`config.mk`:
```
export PLATFORM = sky130hd
export DESIGN_NAME = systolic_ctrl
export DESIGN_NICKNAME = d
export VERILOG_FILES = /design/src/rtl/systolic_ctrl.sv
export SDC_FILE = /design/constraint.sdc
export NUM_CORES = 2
export LEC_CHECK = 0
export ABC_AREA = 1
export ABC_CLOCK_PERIOD_IN_PS = 67900
export CAP_MARGIN = 20
export CELL_PAD_IN_SITES_DETAIL_PLACEMENT = 1
export CELL_PAD_IN_SITES_GLOBAL_PLACEMENT = 1
export CORE_UTILIZATION = 35
export CTS_CLUSTER_SIZE = 12
export DETAILED_ROUTE_END_ITERATION = 8
export PLACE_DENSITY = 0.72
export SLEW_MARGIN = 0
export SYNTH_ARGS = -nofsm -noshare
export SYNTH_HDL_FRONTEND = slang
export SYNTH_SLANG_ARGS = --single-unit
```
`constraint.sdc`:
```
create_clock -name clk -period 67.9 [get_ports clk]
set_input_delay 10.185 -clock clk [delete_from_list [all_inputs] [get_ports clk]]
set_output_delay 10.185 -clock clk [all_outputs]
set_load 0.02 [all_outputs]
```
`src/rtl/systolic_ctrl.sv`:
```
// systolic_ctrl: job sequencer for an N x N weight-stationary systolic array.
// Build option SYSTOLIC_CTRL_PERF_EN adds saturating busy-cycle / vector counters.
module systolic_ctrl #(
   parameter int N  = 16,
   parameter int DW = 8,
   parameter int IW = $clog2(N),
   parameter int MW = 16
) (
   input  logic            clk,
   input  logic            rst,
   input  logic            start,
   input  logic [MW-1:0]   cfg_num_vectors,
   input  logic [N-1:0]    cfg_col_enable,
   output logic            busy,
   output logic            done,
   output logic            w_rd_en,
   output logic [IW-1:0]   w_rd_addr,
   input  logic [N*DW-1:0] w_rd_data,
   output logic            in_rd_en,
   output logic [MW-1:0]   in_rd_addr,
   input  logic [N*DW-1:0] in_rd_data,
   output logic [N*DW-1:0] sa_weight,
   output logic [N*IW-1:0] sa_index,
   output logic [N-1:0]    sa_accept_w,
   output logic [N-1:0]    sa_col_enable,
   output logic [N*DW-1:0] sa_input,
   output logic [N-1:0]    sa_valid,
   output logic [N-1:0]    sa_switch,
   output logic [31:0]     perf_busy_cycles,
   output logic [31:0]     perf_vectors
);

   // state  | meaning
   // IDLE   | waiting for start
   // LOAD   | reading weight rows 0..N-1
   // DRAIN  | last weight row walking down to array row N-1
   // STREAM | reading input vectors 0..M-1
   // FLUSH  | row skew and partial sums draining out of the array

   localparam int TW = $clog2(3*N+3);

   typedef enum logic [2:0] {S_IDLE, S_LOAD, S_DRAIN, S_STREAM, S_FLUSH} state_t;

   state_t          state_q, state_d;
   logic [TW-1:0]   tmr_q, tmr_d;
   logic [MW-1:0]   vec_rem_q, vec_rem_d;
   logic [MW-1:0]   num_vec_q, num_vec_d;
   logic [N-1:0]    sa_col_enable_q, sa_col_enable_d;
   logic            w_rd_en_q, w_rd_en_d;
   logic [IW-1:0]   w_rd_addr_q, w_rd_addr_d;
   logic            in_rd_en_q, in_rd_en_d;
   logic [MW-1:0]   in_rd_addr_q, in_rd_addr_d;
   logic            done_q, done_d;
   logic            sw_src_q, sw_src_d;

   always_comb begin
      state_d         = state_q;
      tmr_d           = tmr_q;
      vec_rem_d       = vec_rem_q;
      num_vec_d       = num_vec_q;
      sa_col_enable_d = sa_col_enable_q;
      w_rd_en_d       = w_rd_en_q;
      w_rd_addr_d     = w_rd_addr_q;
      in_rd_en_d      = in_rd_en_q;
      in_rd_addr_d    = in_rd_addr_q;
      done_d          = 1'b0;
      sw_src_d        = 1'b0;
      case (state_q)
         S_IDLE: begin
            if (start) begin
               state_d         = S_LOAD;
               tmr_d           = TW'(N-1);
               num_vec_d       = cfg_num_vectors;
               sa_col_enable_d = cfg_col_enable;
               w_rd_en_d       = 1'b1;
               w_rd_addr_d     = '0;
            end
         end
         S_LOAD: begin
            if (tmr_q == '0) begin
               state_d     = S_DRAIN;
               tmr_d       = TW'(2*N-1);
               w_rd_en_d   = 1'b0;
               w_rd_addr_d = '0;
            end else begin
               tmr_d       = tmr_q - 1'b1;
               w_rd_addr_d = w_rd_addr_q + 1'b1;
            end
         end
         S_DRAIN: begin
            if (tmr_q == '0) begin
               // switch token enters the skew pipe one slot ahead of vector 0
               sw_src_d = 1'b1;
               if (num_vec_q != '0) begin
                  state_d      = S_STREAM;
                  in_rd_en_d   = 1'b1;
                  in_rd_addr_d = '0;
                  vec_rem_d    = num_vec_q - 1'b1;
               end else begin
                  state_d = S_FLUSH;
                  tmr_d   = TW'(3*N+1);
               end
            end else begin
               tmr_d = tmr_q - 1'b1;
            end
         end
         S_STREAM: begin
            if (vec_rem_q == '0) begin
               state_d      = S_FLUSH;
               tmr_d        = TW'(3*N+1);
               in_rd_en_d   = 1'b0;
               in_rd_addr_d = '0;
            end else begin
               vec_rem_d    = vec_rem_q - 1'b1;
               in_rd_addr_d = in_rd_addr_q + 1'b1;
            end
         end
         S_FLUSH: begin
            if (tmr_q == '0) begin
               state_d = S_IDLE;
               done_d  = 1'b1;
            end else begin
               tmr_d = tmr_q - 1'b1;
            end
         end
         default: state_d = S_IDLE;
      endcase
   end

   always_ff @(posedge clk or posedge rst) begin
      if (rst) begin
         state_q         <= S_IDLE;
         tmr_q           <= '0;
         vec_rem_q       <= '0;
         num_vec_q       <= '0;
         sa_col_enable_q <= '0;
         w_rd_en_q       <= 1'b0;
         w_rd_addr_q     <= '0;
         in_rd_en_q      <= 1'b0;
         in_rd_addr_q    <= '0;
         done_q          <= 1'b0;
         sw_src_q        <= 1'b0;
      end else begin
         state_q         <= state_d;
         tmr_q           <= tmr_d;
         vec_rem_q       <= vec_rem_d;
         num_vec_q       <= num_vec_d;
         sa_col_enable_q <= sa_col_enable_d;
         w_rd_en_q       <= w_rd_en_d;
         w_rd_addr_q     <= w_rd_addr_d;
         in_rd_en_q      <= in_rd_en_d;
         in_rd_addr_q    <= in_rd_addr_d;
         done_q          <= done_d;
         sw_src_q        <= sw_src_d;
      end
   end

   // north edge: buffer data arrives one cycle after the read, then is registered out
   logic            w_vld_q, w_vld_d;
   logic [IW-1:0]   w_idx_q, w_idx_d;
   logic            in_vld_q, in_vld_d;
   logic [N*DW-1:0] sa_weight_q, sa_weight_d;
   logic [N*IW-1:0] sa_index_q, sa_index_d;
   logic [N-1:0]    sa_accept_w_q, sa_accept_w_d;

   always_comb begin
      w_vld_d       = w_rd_en_q;
      w_idx_d       = w_rd_addr_q;
      in_vld_d      = in_rd_en_q;
      sa_accept_w_d = w_vld_q ? sa_col_enable_q : '0;
      sa_weight_d   = '0;
      sa_index_d    = '0;
      for (int c = 0; c < N; c++) begin
         if (sa_accept_w_d[c]) begin
            sa_weight_d[c*DW +: DW] = w_rd_data[c*DW +: DW];
            sa_index_d[c*IW +: IW]  = w_idx_q;
         end
      end
   end

   always_ff @(posedge clk or posedge rst) begin
      if (rst) begin
         w_vld_q       <= 1'b0;
         w_idx_q       <= '0;
         in_vld_q      <= 1'b0;
         sa_weight_q   <= '0;
         sa_index_q    <= '0;
         sa_accept_w_q <= '0;
      end else begin
         w_vld_q       <= w_vld_d;
         w_idx_q       <= w_idx_d;
         in_vld_q      <= in_vld_d;
         sa_weight_q   <= sa_weight_d;
         sa_index_q    <= sa_index_d;
         sa_accept_w_q <= sa_accept_w_d;
      end
   end

   // west edge: row r sees its element, valid and switch r cycles after row 0
   for (genvar r = 0; r < N; r++) begin : g_row
      logic [r:0]         vld_q, vld_d;
      logic [r:0]         sw_q, sw_d;
      logic [r:0][DW-1:0] dat_q, dat_d;

      always_comb begin
         vld_d    = vld_q;
         sw_d     = sw_q;
         dat_d    = dat_q;
         vld_d[0] = in_vld_q;
         sw_d[0]  = sw_src_q;
         dat_d[0] = in_vld_q ? in_rd_data[r*DW +: DW] : '0;
         for (int s = 1; s <= r; s++) begin
            vld_d[s] = vld_q[s-1];
            sw_d[s]  = sw_q[s-1];
            dat_d[s] = dat_q[s-1];
         end
      end

      always_ff @(posedge clk or posedge rst) begin
         if (rst) begin
            vld_q <= '0;
            sw_q  <= '0;
            dat_q <= '0;
         end else begin
            vld_q <= vld_d;
            sw_q  <= sw_d;
            dat_q <= dat_d;
         end
      end

      assign sa_valid[r]             = vld_q[r];
      assign sa_switch[r]            = sw_q[r];
      assign sa_input[r*DW +: DW]    = dat_q[r];
   end

`ifdef SYSTOLIC_CTRL_PERF_EN
   logic [31:0] perf_busy_q, perf_busy_d;
   logic [31:0] perf_vec_q, perf_vec_d;

   always_comb begin
      perf_busy_d = perf_busy_q;
      perf_vec_d  = perf_vec_q;
      if (busy && (perf_busy_q != '1)) perf_busy_d = perf_busy_q + 32'd1;
      if (in_rd_en_q && (perf_vec_q != '1)) perf_vec_d = perf_vec_q + 32'd1;
   end

   always_ff @(posedge clk or posedge rst) begin
      if (rst) begin
         perf_busy_q <= '0;
         perf_vec_q  <= '0;
      end else begin
         perf_busy_q <= perf_busy_d;
         perf_vec_q  <= perf_vec_d;
      end
   end

   assign perf_busy_cycles = perf_busy_q;
   assign perf_vectors     = perf_vec_q;
`else
   assign perf_busy_cycles = '0;
   assign perf_vectors     = '0;
`endif

   assign busy          = (state_q != S_IDLE);
   assign done          = done_q;
   assign w_rd_en       = w_rd_en_q;
   assign w_rd_addr     = w_rd_addr_q;
   assign in_rd_en      = in_rd_en_q;
   assign in_rd_addr    = in_rd_addr_q;
   assign sa_weight     = sa_weight_q;
   assign sa_index      = sa_index_q;
   assign sa_accept_w   = sa_accept_w_q;
   assign sa_col_enable = sa_col_enable_q;

endmodule
```
==> implementation parameters <==
Parameter                              Value

Power and ir drop
  Power share of the sequential group ... 49.6%
  Combinational power share ... 19.2%
  Clock group share of total power ... 31.3%
  Pint ... 1.65 mW
  Power Dens Cells ... 43.9 nW/um^2
  LEAKAGE ... 27.2 nW
  Switching share of power ... 30.2%
  Switching power ... 715 uW
  Worst-case vdd ir drop ... 0.0214 mV

Final layout
  Non-filler instance count after layout ... 5108
  Area growth from synthesis to layout ... 32.0%
  Layout cell share with drive strength beyond 1 ... 6.60%
  Total Nets Final ... 3796
  Final non-filler cell area ... 54000 sq um

Routing
  Post-route ant nets ... 0
  Via count ... 21794
  Aggregate routed wire length ... 104 mm
  Number of DRC markers in iteration 0 ... 1365
  Via-per-instance ratio ... 4.27
  Routed wire per std cell ... 20.4 microns
  Detailed-route DRC error count ... 0
  Length of the first detailed-routing pass in iterations ... 5

STA
  Worst-Margin Slew ... 1.09 ns
  Setup Viol. Count Final ... 0
  Minimum setup slack in the final design ... 54.65 ns
  Fin Clk Skew ... 0.0688 ns
  F_max ... 75.5 MHz
  Max_slew headroom ... 26.9%
  RSZ-0062 raised after global routing ... no
  Min cycle time layout ... 13.25 ns
  Tcrit/Tclk final ... 19.5%
  Slew Limit Fails ... 0
  Post-route setup TNS ... 0 ns
  Hold Violations, Final ... 0
  Hold slack ... 0.278 ns

Setup path
  CP dominant cell by count ... buf_12
  Critical path class ... input pin to async pin
  Crit path max fanout ... 202
  Data required, critical path ... 68.53 ns
  Cell with the largest stage delay on the worst path ... buf_12
  Worst reg2reg setup slack ... 65.16 ns
  CP Capture Type ... async pin
  Startpoint Class ... input pin
  Biggest cell delay along the critical path ... 0.78 ns
  Depth of the most critical reg-to-reg path ... 11
  Signal arrival time at the worst endpoint ... 13.88 ns
  Cell chain of the critical path ... clkdlybuf4s50_1 -> inv_8 -> buf_12 -> buf_12 -> buf_12

Yosys
  Library cell occupying the most area in the post-synthesis netlist ... dfrtp_1
  Synthesized area divided by synthesized cell count ... 15.2 sq um
  Post-synthesis share of cell area spent on xor and xnor gates ... 0.235%
  Combinational family with the most area after synthesis ... simple AND/OR/NAND/NOR gates
  Async S/R FF share, synth ... 100%
  Adder-cell share of the synthesized area ... 0.122%
  Number of enable flip-flop cells after synthesis ... 0
  Number of standard cells after synthesis ... 2691
  Cell with the most instances after synthesis ... dfrtp_1
  Share of the yosys chip area belonging to registers ... 86.5%
  Compound-Gate Fraction of Synth Area ... 1.01%
  Post-synth top cells ... 1415 x dfrtp_1, 394 x nand2_1, 346 x inv_1, 233 x nor2_1, 69 x buf_4
  Ys flop type ... dfrtp_1
  Netlist cell types ... 40
  Area share of the largest cell type after synthesis ... 86.5%
  Basic-gate share of the synthesized area counting and, or, nand and nor cells ... 7.11%
  Flip-flop and latch count after synthesis ... 1415
  Cells taking the most area after synthesis ... dfrtp_1 87%, nand2_1 3.6%, inv_1 3.2%
  Mapped cell area ... 40900 sq um
  Multiplexer fraction of the synthesized cell area ... 0%
  Synth warn ... 0

Die
  Floorplan Core Area ... 116000 sq um
  Area enclosed by the die boundary ... 118000 sq um
  DIE WIDTH ... 344 microns
  Number of rows in the core area ... 125
  Starting density of the core ... 35.3%
  Number of top-level pins ... 763
  Die Y ... 344 microns

Clocking
  Number of resized instances in the post-cts repair step ... 0
  Sinks on the clock net ... 1415
  Clock network latency to the later pin of the worst-skew pair ... 0.76 ns
  CTS Root Cell ... clkbuf_16
  Number of buffers inserted during clock tree synthesis ... 146
  Postcts setup bufs ... 0
  Number of H-tree levels ... 4
  Post-CTS clock slew at the launch and capture registers of the worst setup and hold paths ... 0.06 ns
  Clock tree from TritonCTS ... built
  CTS hold repair buffers ... 0
  CTS Buffer Depth ... 3

Global route
  Total gr overflow ... 0
  Largest net degree at the start of global routing ... 203
  Number of antenna violations at the first check in global routing ... 20
  GRT Resource Usage Total ... 17.7%
  Wire length of the first global-routing pass ... 154 mm
  Via count of the first global-routing pass ... 24315

Place
  HPWL Detailed ... 68.7 mm
  Routability Congestion ... 0.896
  Worst slack after detailed placement ... 53.58 ns
  Placed Cells incl. Taps ... 4873
  IO buf count ... 698
  Cell area after placement ... 49500 sq um

Outcome
  Result of the run ... finished clean

Hold path
  Count of cells along the worst hold path ... 0
  Class of the tightest hold or removal check ... flip-flop to flip-flop

Flow run
  Max capacitance violation total ... 0
==> path summary, 6_finish.rpt <==
| kind | from | to |
|---|---|---|
| worst max register to register | state_q[2]$_DFFE_PP0P_ | vec_rem_q[14]$_DFFE_PP0P_ |
| worst min register to register | g_row[12].dat_d[34]$_DFF_PP0_ | g_row[12].dat_d[42]$_DFF_PP0_ |
| max in group clk | state_q[0]$_DFFE_PP0P_ | busy |
| min in group asynchronous | rst | sa_weight[36]$_DFF_PP0_ |
| worst max-delay path | rst | g_row[0].vld_d$_DFF_PP0_ |
| worst min-delay path | g_row[12].dat_d[34]$_DFF_PP0_ | g_row[12].dat_d[42]$_DFF_PP0_ |
==> power groups by stage <==
| stage | registers [mW] | clock network [mW] | logic, mW |
|---|---|---|---|
| after floorplan | 1.23 | 0 | 0.168 |
| after global placement | 1.17 | 0 | 0.440 |
| after detailed placement | 1.19 | 0 | 0.452 |
| after CTS | 1.18 | 0.765 | 0.457 |
| after global routing | 1.20 | 0.796 | 0.491 |
| final | 1.17 | 0.741 | 0.454 |
==> critical path, delay by kind of cell <==
family / cells / cell delay [ns]
buffers and inverters: 5 / 3.26
==> layout by cell type (no fill, tap or decap), drive strengths merged <==
cell              n
dfrtp          1415
a32o              1
ha                4
clkinvlp          2
nand3            41
a21oi             8
buf              20
clkdlybuf4s50   698
nor4              2
nand4            19
o31ai             1
o22ai             1
o21ai            64
clkbuf          194
nor3              9
nand2           402
diode            10
nor2            241
clkinv           22
inv             351
xor2              8
o2111ai           1
or2               2
o211ai            1
xnor2             3
conb             64
==> sequential cells by signal, indices dropped and copies added (netlist names), 4 cells and up <==
signal and flops:
sa_index 64, w_rd_addr 4, sa_input 120, in_rd_addr 16, sa_col_enable 16, sa_accept_w 16
g_row.dat_q 8, sa_weight 128, g_row.sw_q 16, w_idx_q 4, vec_rem_q 16, num_vec_q 16
g_row.dat_d 960, tmr_q 6, g_row.vld_q 16
==> metal layers <==
| metal | up-vias | GRT usage, % | wire [microns] |
|---|---|---|---|
| met4 | 8 | 6.22 | 2680 |
| met5 | - | 0 | 43 |
| met1 | 11549 | 21.8 | 41500 |
| li1 | 9482 | - | - |
| met2 | 577 | 30.3 | 54200 |
| met3 | 178 | 4.64 | 5710 |
==> cells by family (layout without fill, tap and decap cells) <==
logic type	after synthesis	after routing
adders and majority gates	4	4
xor gates and xnor gates	11	11
AOI/OAI and AO/OA	77	77
and+or+nand+nor	716	716
DFF	1415	1415
buffers and inverters	467	1287
other	1	74
==> stage by stage <==
stage,power (mW),utilization (%)
after CTS,2.40,46.5
after floorplan,1.39,-
final,2.37,46.5
after detailed placement,1.64,42.7
after global routing,2.49,46.5
after global placement,1.61,42.7
==> layout make-up <==
cell class	instances	area [sq um]
inverter	348	1310
multi-input combinational	872	3710
clock inverter	27	379
tap	1524	1910
fill	11564	62000
sequential	1415	35400
timing repair buffer	718	7240
clock buffer	194	4020
antenna	10	25.0
(Power assumes the default switching activity.)
